## src/rtl/mux_n_arb.sv

```systemverilog
// mux_n_arb: N-channel registered mux with valid/ready handshakes.
// Channel selection is either fixed by s (MODE 0) or round-robin among valid inputs (MODE 1).
module mux_n_arb #(
    parameter int WIDTH = 8,
    parameter int N = 4,
    parameter int MODE = 0,
    localparam int SW = $clog2(N)
) (
    input  logic               clk,
    input  logic               rst_n,
    input  logic [N*WIDTH-1:0] in_data,
    input  logic [N-1:0]       in_valid,
    output logic [N-1:0]       in_ready,
    input  logic [SW-1:0]      s,
    output logic [WIDTH-1:0]   out,
    output logic [SW-1:0]      out_ch,
    output logic               out_valid,
    input  logic               out_ready
);
    localparam logic [SW:0]   NL = (SW + 1)'(N);
    localparam logic [SW-1:0] LAST = SW'(N - 1);

    logic [WIDTH-1:0] out_q, out_d;
    logic [SW-1:0]    ch_q, ch_d, ptr_q, ptr_d, g;
    logic [SW:0]      idx;
    logic             valid_q, valid_d, gnt, load;

    // Round-robin scan runs from lowest to highest priority so the nearest valid channel after ptr wins.
    always_comb begin
        gnt = 1'b0;
        g = '0;
        idx = '0;
        if (MODE == 0) begin
            gnt = ({1'b0, s} < NL) && in_valid[s];
            g = s;
        end else begin
            for (int i = N - 1; i >= 0; i--) begin
                idx = {1'b0, ptr_q} + (SW + 1)'(i);
                idx = (idx >= NL) ? idx - NL : idx;
                if (in_valid[idx[SW-1:0]]) begin
                    gnt = 1'b1;
                    g = idx[SW-1:0];
                end
            end
        end
    end

    assign load = (!valid_q || out_ready) && gnt;
    assign in_ready = load ? N'(1) << g : '0;

    always_comb begin
        out_d = load ? in_data[g*WIDTH +: WIDTH] : out_q;
        ch_d = load ? g : ch_q;
        valid_d = load || (valid_q && !out_ready);
        ptr_d = (load && MODE == 1) ? ((g == LAST) ? '0 : g + 1'b1) : ptr_q;
    end

    always_ff @(posedge clk or negedge rst_n) begin
        if (!rst_n) begin
            out_q <= '0;
            ch_q <= '0;
            ptr_q <= '0;
            valid_q <= 1'b0;
        end else begin
            out_q <= out_d;
            ch_q <= ch_d;
            ptr_q <= ptr_d;
            valid_q <= valid_d;
        end
    end

    assign out = out_q;
    assign out_ch = ch_q;
    assign out_valid = valid_q;
endmodule

```

## config.mk

```make
export PLATFORM = sky130hd
export DESIGN_NAME = mux_n_arb
export DESIGN_NICKNAME = d
export VERILOG_FILES = /design/src/rtl/mux_n_arb.sv
export SDC_FILE = /design/constraint.sdc
export NUM_CORES = 1
export LEC_CHECK = 0
export ABC_AREA = 1
export BUFFER_PORTS_ARGS = -buffer_cell sky130_fd_sc_hd__buf_2
export CAP_MARGIN = 40
export CORE_MARGIN = 4
export CORE_UTILIZATION = 44
export DETAILED_ROUTE_END_ITERATION = 10
export PLACE_DENSITY = 0.87
export SLEW_MARGIN = 10
export SYNTH_ARGS = -nofsm -noshare
export SYNTH_HDL_FRONTEND = slang
export SYNTH_SLANG_ARGS = --single-unit
```

## constraint.sdc

```tcl
create_clock -name clk -period 2.81 [get_ports clk]
set_clock_uncertainty 0.2 [all_clocks]
set_input_delay 0.562 -clock clk [delete_from_list [all_inputs] [get_ports clk]]
set_output_delay 0.562 -clock clk [all_outputs]
set_load 0.01 [all_outputs]
```

==> results.py, run 1 <==
metrics = {
    "placed_design": {
        "hpwl_um": 1840,
        "finalWeightedCongestion": 0.813,
        "postPlaceCellArea_mm2": 0.00112,
        "port_buffers": 55,
    },
    "cts": {
        "cts_tree": "done",
        "htreeDepth": 1,
        "cts_buffer_depth": 2,
        "cts_made_buffers": 3,
        "cts_sinks": 11,
        "cts-root-buf": "clkbuf_4",
        "cts_resized": 0,
        "post_cts_buffers": 0,
        "clk_pin_slew_worst_paths_ns": 0.06,
        "clock_latency_ns": 0.25,
        "postCtsHoldBufs": 1,
    },
    "worst_setup_path": {
        "critical_path_class": "primary input to output port",
        "worst_ep_arrival_time_ns": 1.61,
        "critPathRequiredTime_ns": 2.05,
        "crit_chain": "buf_2, inv_2, nand2_1, nand2_1, nand2_1, nand2_2, nand2_2, nor2_2, buf_2",
        "r2r_cells": 4,
        "critPathMaxFanout": 11,
        "crit_slowest_cell": "nand2_2",
        "start_kind": "primary input",
        "end_kind": "output port",
        "cpMostUsedCell": "nand2_1",
        "cpPeakStageDelay_ns": 0.21,
    },
    "timing": {
        "worst_pin_slew_ns": 0.459,
        "relSlewSlack_pct": 69.4,
        "final_max_slew_viol_count": 0,
        "fmax_mhz": 421,
        "rsz0062_at_grt": "no",
        "min_period_ns": 2.38,
        "fin_crit_sh_pct": 84.6,
        "finalSetupViolCount": 0,
        "finalHoldViolations": 0,
        "tns_ns": 0,
    },
    "power": {
        "power-per-cell-area_mw_per_mm2": 426,
        "leakagePower_nw": 0.756,
        "vdd_drop_max_mv": 0.178,
    },
    "die": {
        "core_area_mm2": 0.00178,
        "start_util_pct": 47.7,
        "die_area_mm2": 0.00270,
        "num_io_pins": 56,
        "die_w_um": 52.0,
        "die_h_um": 52.0,
        "num_rows": 15,
    },
    "logic_synthesis": {
        "synth_area_um2": 851,
        "synthCells": 141,
        "synth-edff-count": 0,
        "yosys_warnings": 0,
        "synth_ff_type": "dfrtp_1",
        "netlist_top_cells_area": "nand2_1 44%, dfrtp_1 32%, nand3_1 5.3%, buf_6 5.3%, nand2_2 3.7%",
        "synth.distinct_cells": 12,
        "async_flop_share_pct": 100,
        "synth_top_area_share_pct": 43.7,
        "synth_common_cells": "99 x nand2_1, 11 x dfrtp_1, 9 x nand3_1",
        "yosysMostFrequentCell": "nand2_1",
        "ys_seq_area_share_pct": 32.4,
        "syn-num-nets": 182,
        "synth_area_leader_cell": "nand2_1",
        "ys_ff_latch": 11,
        "avgSynthCellArea_um2": 6.03,
    },
    "detailed_routing": {
        "totalWireLength_um": 2150,
        "antenna_left": 0,
        "drtPass1Iterations": 4,
        "wl_per_cell_um": 9.75,
        "viasPerCell": 4.49,
        "drt_iter0_drc": 22,
        "num_vias": 992,
        "drc": 0,
    },
    "layout": {
        "syn_to_final_growth_pct": 35.4,
        "final_nets": 238,
        "stdcell_area_mm2": 0.00115,
        "drive_gt1_share_pct": 37.2,
        "diodes": 0,
    },
    "global_route": {
        "grt-ovfl-total": 0,
        "grt_first_pass_wirelength_um": 3550,
        "grt_max_degree": 18,
        "grt.total_usage_pct": 16.6,
        "grt_pass1_vias": 863,
        "antenna_found_initial": 0,
    },
    "worst_hold_path": {
        "hold_path.class": "flop to flop",
        "holdPathStages": 2,
    },
    "outcome": {
        "status": "complete, no violations",
    },
    "job": {
        "maxCapViolations": 0,
    },
}
-- power breakdown --
group          switching, mW  leakage, nW  internal [mW]  total, mW
combinational          0.107        0.603         0.0782      0.185
clock                 0.0453       0.0150         0.0547     0.0999
sequential            0.0163        0.137          0.190      0.207
-- per-stage QoR --
| stage | power (mW) | hold WS [ns] | setup WS (ns) | utilization (%) | cells |
|---|---|---|---|---|---|
| 2_1_floorplan | 0.321 | 0.0664 | 0.812 | - | 141 |
| 3_3_place_gp | 0.389 | 0.231 | 0.474 | 62.6 | 216 |
| 3_5_place_dp | 0.396 | 0.239 | 0.427 | 62.6 | 216 |
| 4_1_cts | 0.497 | 0.270 | 0.426 | 64.6 | 221 |
| 5_1_grt | 0.532 | 0.287 | 0.284 | 64.6 | 221 |
| 6_report | 0.491 | 0.271 | 0.433 | 64.6 | 221 |
-- layout make-up --
type                    count  area [um2]
flip-flops and latches     11         275
inverters                   3        11.3
clock buffers               4        26.3
multi-input cells         119         500
repair buffers             59         308
well taps                  25        31.3
fillers                   182         631
-- sequential cells by signal, indices dropped and copies added, names as in the netlist --
register and flops:
out 8, out_ch 2, out_valid 1
-- logic make-up after synthesis --
family,synth area share [%]
DFF,32.4
and+or+nand+nor,58.8
buffers and inverters,8.82
-- path summary, 6_finish.rpt --
path,start,to,slack [ns]
worst min register to register,out_ch[0],out_ch[0],0.27
worst max-delay path,s[0],in_ready[0],0.43
worst max register to register,out_valid,out[3],1.36
min in group asynchronous,rst_n,out[6],0.49
worst min-delay path,out_ch[0],out_ch[0],0.27
max in group asynchronous,rst_n,out[2],1.72
-- worst max-delay path, delay by kind of cell --
kind,cells,cell delay [ns]
and+or+nand+nor,6,0.69
buffers and inverters,3,0.36
-- per-layer routing --
| metal | vias up | wire length (um) | part of all wire (%) | GRT usage [%] |
|---|---|---|---|---|
| li1 | 532 | - | - | - |
| met3 | 2 | 207 | 9.6 | 2.01 |
| met2 | 45 | 954 | 44 | 27.8 |
| met1 | 413 | 983 | 46 | 22.9 |
| met5 | - | 0 | 0 | 0 |
| met4 | 0 | 8 | 0.37 | 2.62 |
-- cells in the final DEF, fill, tap and decap left out, drive strengths merged --
cell type      n
buf           58
inv            3
nand2        104
dlygate4sd3    1
dfrtp         11
clkbuf         4
nor2           4
nand3         11
No activity file was read; power rests on OpenSTA's default activity.
==> run 2: changes to the inputs <==
- CORE_UTILIZATION: 44 -> 41
- PLACE_DENSITY: 0.87 -> 0.82
- clock period: 2.81 -> 2.3 ns (I/O delays scaled with it)
==> run 2 against run 1 <==
Clock power grew 24%. Critical path depth is the same. Non-clock buffer count grew 1. Register-to-register slack lost 0.50 ns. Global-route usage shrank 0.58 points.
==> results.py, run 2 (synthesis gave the netlist of run 1 again) <==
metrics = {
    "worst_setup_path": {
        "end_kind": "output port",
        "crit_slowest_cell": "nand2_2",
        "r2r_start": "out_valid",
        "critPathMaxFanout": 11,
        "cpMostUsedCell": "nand2_1",
        "start_kind": "primary input",
        "critical_path_class": "primary input to output port",
        "r2r_cells": 5,
        "reg2reg_to": "out_ch[0]",
        "r2r_setup_slack_ns": 0.86,
        "worst_ep_arrival_time_ns": 1.39,
        "cpPeakStageDelay_ns": 0.21,
        "critPathRequiredTime_ns": 1.64,
        "crit_chain": "buf_2, inv_2, nand2_1, nand2_1, nand2_1, nand2_2, nand3_4, nor2_2, buf_2",
    },
    "cts": {
        "clk_pin_slew_worst_paths_ns": 0.06,
        "htreeDepth": 1,
        "cts_made_buffers": 3,
        "cts_sinks": 11,
        "clock_latency_ns": 0.26,
        "cts_tree": "done",
        "cts-root-buf": "clkbuf_4",
        "cts_buffer_depth": 2,
        "post_cts_buffers": 0,
    },
    "layout": {
        "utilization_pct": 59.2,
        "multiInputGateArea_um2": 500,
        "drive_gt1_share_pct": 37.6,
        "final_nets": 239,
        "final_common_cell": "nand2_1",
        "regArea_um2": 275,
        "syn_to_final_growth_pct": 36.6,
        "fillCellCount": 216,
        "diodes": 0,
        "largest_reg_flops": 8,
        "layout_common_cells": "99 x nand2_1, 55 x buf_2, 11 x dfrtp_1",
    },
    "job": {
        "maxCapViolations": 0,
    },
    "detailed_routing": {
        "drc": 0,
        "drtPass1Iterations": 4,
        "antenna_left": 0,
        "drt_iter0_drc": 24,
        "viasPerCell": 4.59,
        "wl_per_cell_um": 9.63,
        "num_vias": 1029,
        "totalWireLength_um": 2160,
    },
    "timing": {
        "fin_crit_sh_pct": 89.1,
        "min_period_ns": 2.05,
        "final_max_slew_viol_count": 0,
        "relSlewSlack_pct": 70.7,
        "tns_ns": 0,
        "finalHoldViolations": 0,
        "rsz0062_at_grt": "no",
        "worst_pin_slew_ns": 0.438,
        "finalSetupViolCount": 0,
        "fin_ws_ns": 0.251,
        "fmax_mhz": 488,
    },
    "placed_design": {
        "finalWeightedCongestion": 0.788,
        "hpwl_um": 1860,
        "place_ws_ns": 0.259,
        "port_buffers": 55,
    },
    "die": {
        "die_area_mm2": 0.00287,
        "core_area_mm2": 0.00196,
        "start_util_pct": 43.4,
        "die_w_um": 53.6,
        "num_rows": 16,
        "num_io_pins": 56,
        "die_h_um": 53.6,
    },
    "power": {
        "vdd_drop_max_mv": 0.297,
        "leakagePower_nw": 0.760,
        "power-per-cell-area_mw_per_mm2": 520,
    },
    "outcome": {
        "status": "complete, no violations",
    },
    "global_route": {
        "grt-ovfl-total": 0,
        "antenna_found_initial": 0,
        "grt_pass1_vias": 861,
        "grt_max_degree": 18,
        "grt_first_pass_wirelength_um": 3440,
        "grt.total_usage_pct": 16.0,
    },
    "worst_hold_path": {
        "min_from": "out[1]",
        "whs_endpoint": "out[1]",
        "holdPathStages": 2,
        "hold_path.class": "flop to flop",
    },
}
==> run 2: cell type report <==
| class | instances | area share [%] |
|---|---|---|
| Inverter | 3 | 0.969 |
| Tap cell | 27 | 2.91 |
| Timing Repair Buffer | 60 | 27.1 |
| Sequential cell | 11 | 23.7 |
| Multi-Input combinational cell | 119 | 43.1 |
| Clock buffer | 4 | 2.26 |
==> run 2: worst max-delay path, delay by kind of cell <==
kind | cells | cell delay (ns)
buf+inv | 3 | 0.35
simple gates | 6 | 0.57
==> run 2: metrics by stage <==
| step | power, mW | area [um2] | hold slack [ns] | cells |
|---|---|---|---|---|
| CTS | 0.611 | 1160 | 0.270 | 224 |
| global route | 0.658 | 1160 | 0.286 | 224 |
| detailed placement | 0.486 | 1130 | 0.135 | 219 |
| floorplan | 0.392 | 851 | -0.0356 | 141 |
| global placement | 0.478 | 1130 | 0.130 | 219 |
| finish | 0.605 | 1160 | 0.267 | 224 |
==> run 2: how the worst max path moves through the flow <==
stage,start,end,slack [ns],cells after the start
2_1_floorplan,s[0],in_ready[2],0.51,8
3_3_place_gp,s[0],in_ready[2],0.29,9
3_5_place_dp,s[0],in_ready[3],0.26,9
4_1_cts,s[0],in_ready[3],0.26,9
5_1_grt,s[0],in_ready[2],0.14,9
6_report,s[0],in_ready[3],0.25,9
==> run 2: routing by layer <==
layer	routed length (um)	vias to the layer above	GRT usage, %
li1	-	536	-
met1	954	442	20.5
met2	958	48	26.3
met3	220	3	3.05
met4	22	0	6.38
met5	0	-	0
==> run 2: power by group <==
group | internal [mW] | switching [mW] | leakage [nW]
registers | 0.233 | 0.0191 | 0.137
logic | 0.0979 | 0.131 | 0.608
clock network | 0.0670 | 0.0574 | 0.0150
total | 0.398 | 0.207 | 0.760
==> run 2: timing repair <==
action,4_1_cts,5_1_grt
gates resized for setup,0,0
setup endpoints to repair,0,0
hold buffers,1,0
endpoints found under the hold margin,11,0
==> run 3: changes to the inputs <==
- CAP_MARGIN: 40 -> 30
- RECOVER_POWER: unset -> 50
==> run 3 against run 2 <==
Combinational power fell by 3%. Hold slack improved by 0.0045 ns. Sequential power barely moved. Final area fell by 0.75%. Wire length barely moved. Utilization fell by 0.45 points. Setup slack improved by 0.00078 ns.
==> results.py, run 3 (synthesis gave the netlist of run 1 again) <==
metrics = {
    "die": {
        "num_rows": 16,
        "core_area_mm2": 0.00196,
        "die_w_um": 53.6,
        "die_area_mm2": 0.00287,
        "die_h_um": 53.6,
        "num_io_pins": 56,
        "start_util_pct": 43.4,
    },
    "cts": {
        "cts_tree": "done",
        "clock_latency_ns": 0.26,
        "cts-root-buf": "clkbuf_4",
        "cts_sinks": 11,
        "post_cts_buffers": 0,
        "cts_buffer_depth": 2,
        "cts_made_buffers": 3,
        "cts_resized": 0,
        "htreeDepth": 1,
        "clk_pin_slew_worst_paths_ns": 0.06,
    },
    "worst_hold_path": {
        "holdPathStages": 2,
        "min_from": "out[5]",
        "hold_path.class": "flop to flop",
        "whs_endpoint": "out[5]",
    },
    "global_route": {
        "grt_most_used_layer": "met2",
        "met3_usage_pct": 3.05,
        "grt-ovfl-total": 0,
        "grt_util_met1_pct": 20.5,
        "grt.total_usage_pct": 16.0,
        "grt_use_met2_pct": 26.3,
        "grt_pass1_vias": 861,
        "grt_max_degree": 18,
        "grt_first_pass_wirelength_um": 3440,
        "antenna_found_initial": 0,
    },
    "layout": {
        "final_nets": 239,
        "stdcell_area_mm2": 0.00115,
        "drive_gt1_share_pct": 34.0,
        "final_common_cell": "nand2_1",
        "syn_to_final_growth_pct": 35.6,
        "layout_common_cells": "99 x nand2_1, 48 x buf_2, 11 x dfrtp_1",
        "largest_reg_flops": 8,
        "diodes": 0,
    },
    "job": {
        "maxCapViolations": 0,
    },
    "timing": {
        "relSlewSlack_pct": 62.7,
        "holdWs_ns": 0.271,
        "min_period_ns": 2.05,
        "final_max_slew_viol_count": 0,
        "finalSetupViolCount": 0,
        "fmax_mhz": 488,
        "rsz0062_at_grt": "no",
        "worst_pin_slew_ns": 0.560,
        "fin_crit_sh_pct": 89.0,
        "fin_ws_ns": 0.252,
        "tns_ns": 0,
        "finalHoldViolations": 0,
    },
    "worst_setup_path": {
        "critical_path_class": "primary input to output port",
        "crit_family": "simple AND/OR/NAND/NOR gates",
        "critPathBufInv": 3,
        "critPathMaxFanout": 11,
        "end_kind": "output port",
        "critical_path_depth": 9,
        "r2r_cells": 5,
        "critPathRequiredTime_ns": 1.64,
        "cpMostUsedCell": "nand2_1",
        "cpPeakStageDelay_ns": 0.21,
        "crit_slowest_cell": "nand2_2",
        "worst_ep_arrival_time_ns": 1.39,
        "reg2reg_to": "out_ch[0]",
        "r2r_setup_slack_ns": 0.85,
        "start_kind": "primary input",
        "r2r_start": "out_valid",
        "crit_chain": "buf_2, inv_2, nand2_1, nand2_1, nand2_1, nand2_2, nand3_4, nor2_2, buf_2",
    },
    "detailed_routing": {
        "num_vias": 1028,
        "viasPerCell": 4.59,
        "totalWireLength_um": 2160,
        "drtPass1Iterations": 4,
        "drt_iter0_drc": 25,
        "drc": 0,
        "antenna_left": 0,
        "wl_per_cell_um": 9.63,
    },
    "placed_design": {
        "hpwl_um": 1860,
        "port_buffers": 55,
        "postPlaceCellArea_mm2": 0.00113,
        "place_ws_ns": 0.259,
        "finalWeightedCongestion": 0.788,
    },
    "outcome": {
        "status": "complete, no violations",
    },
    "power": {
        "vdd_drop_max_mv": 0.297,
        "totalPowerFinal_uw": 600,
        "leakagePower_nw": 0.738,
        "power-per-cell-area_mw_per_mm2": 520,
    },
}
## run 3: cell types whose count changed in the layout (fill, tap and decap cells not counted)
cell and change:
buf_2 -7, clkbuf_1 +7
## run 3: power breakdown
part           total, mW  internal, mW  switching [mW]
combinational      0.223        0.0919           0.131
clock              0.124        0.0670          0.0574
sequential         0.253         0.233          0.0200
total              0.600         0.392           0.208
## run 3: worst register-to-register path: stages, from the launching register on
cell and delay [ns]:
dfrtp_1 0.37, nand2_1 0.35, nand2_2 0.12, buf_4 0.19, nand2_1 0.06, nand2_1 0.05
## run 3: timing repair
item                                    4_1_cts  5_1_grt
endpoints found under the hold margin        11        0
endpoints found under the setup margin        0        0
hold buffers                                  1        0
## run 3: per-layer routing
metal / wire length (um) / vias to the layer above / share of wire, %
met2: 960 / 47 / 45
li1: - / 536 / -
met5: 0 / - / 0
met1: 964 / 442 / 45
met4: 22 / 0 / 1.0
met3: 209 / 3 / 9.7
## run 3: metrics by stage
stage / utilization [%] / std cells
2_1_floorplan: - / 141
3_3_place_gp: 57.4 / 219
3_5_place_dp: 57.4 / 219
4_1_cts: 59.2 / 224
5_1_grt: 58.8 / 224
6_report: 58.8 / 224
## run 3: worst max path at each step
stage	end	slack, ns	from
detailed placement	in_ready[3]	0.26	s[0]
floorplan	in_ready[2]	0.51	s[0]
CTS	in_ready[3]	0.26	s[0]
global placement	in_ready[2]	0.29	s[0]
finish	in_ready[3]	0.25	s[0]
global route	in_ready[2]	0.14	s[0]
## run 3: cell type report
type	instances	area (um2)
Clock buffer	4	26.3
Sequential cell	11	275
Multi-Input combinational cell	119	500
Timing Repair Buffer	60	307
Fill cell	216	808
Tap cell	27	33.8
Inverter	3	11.3
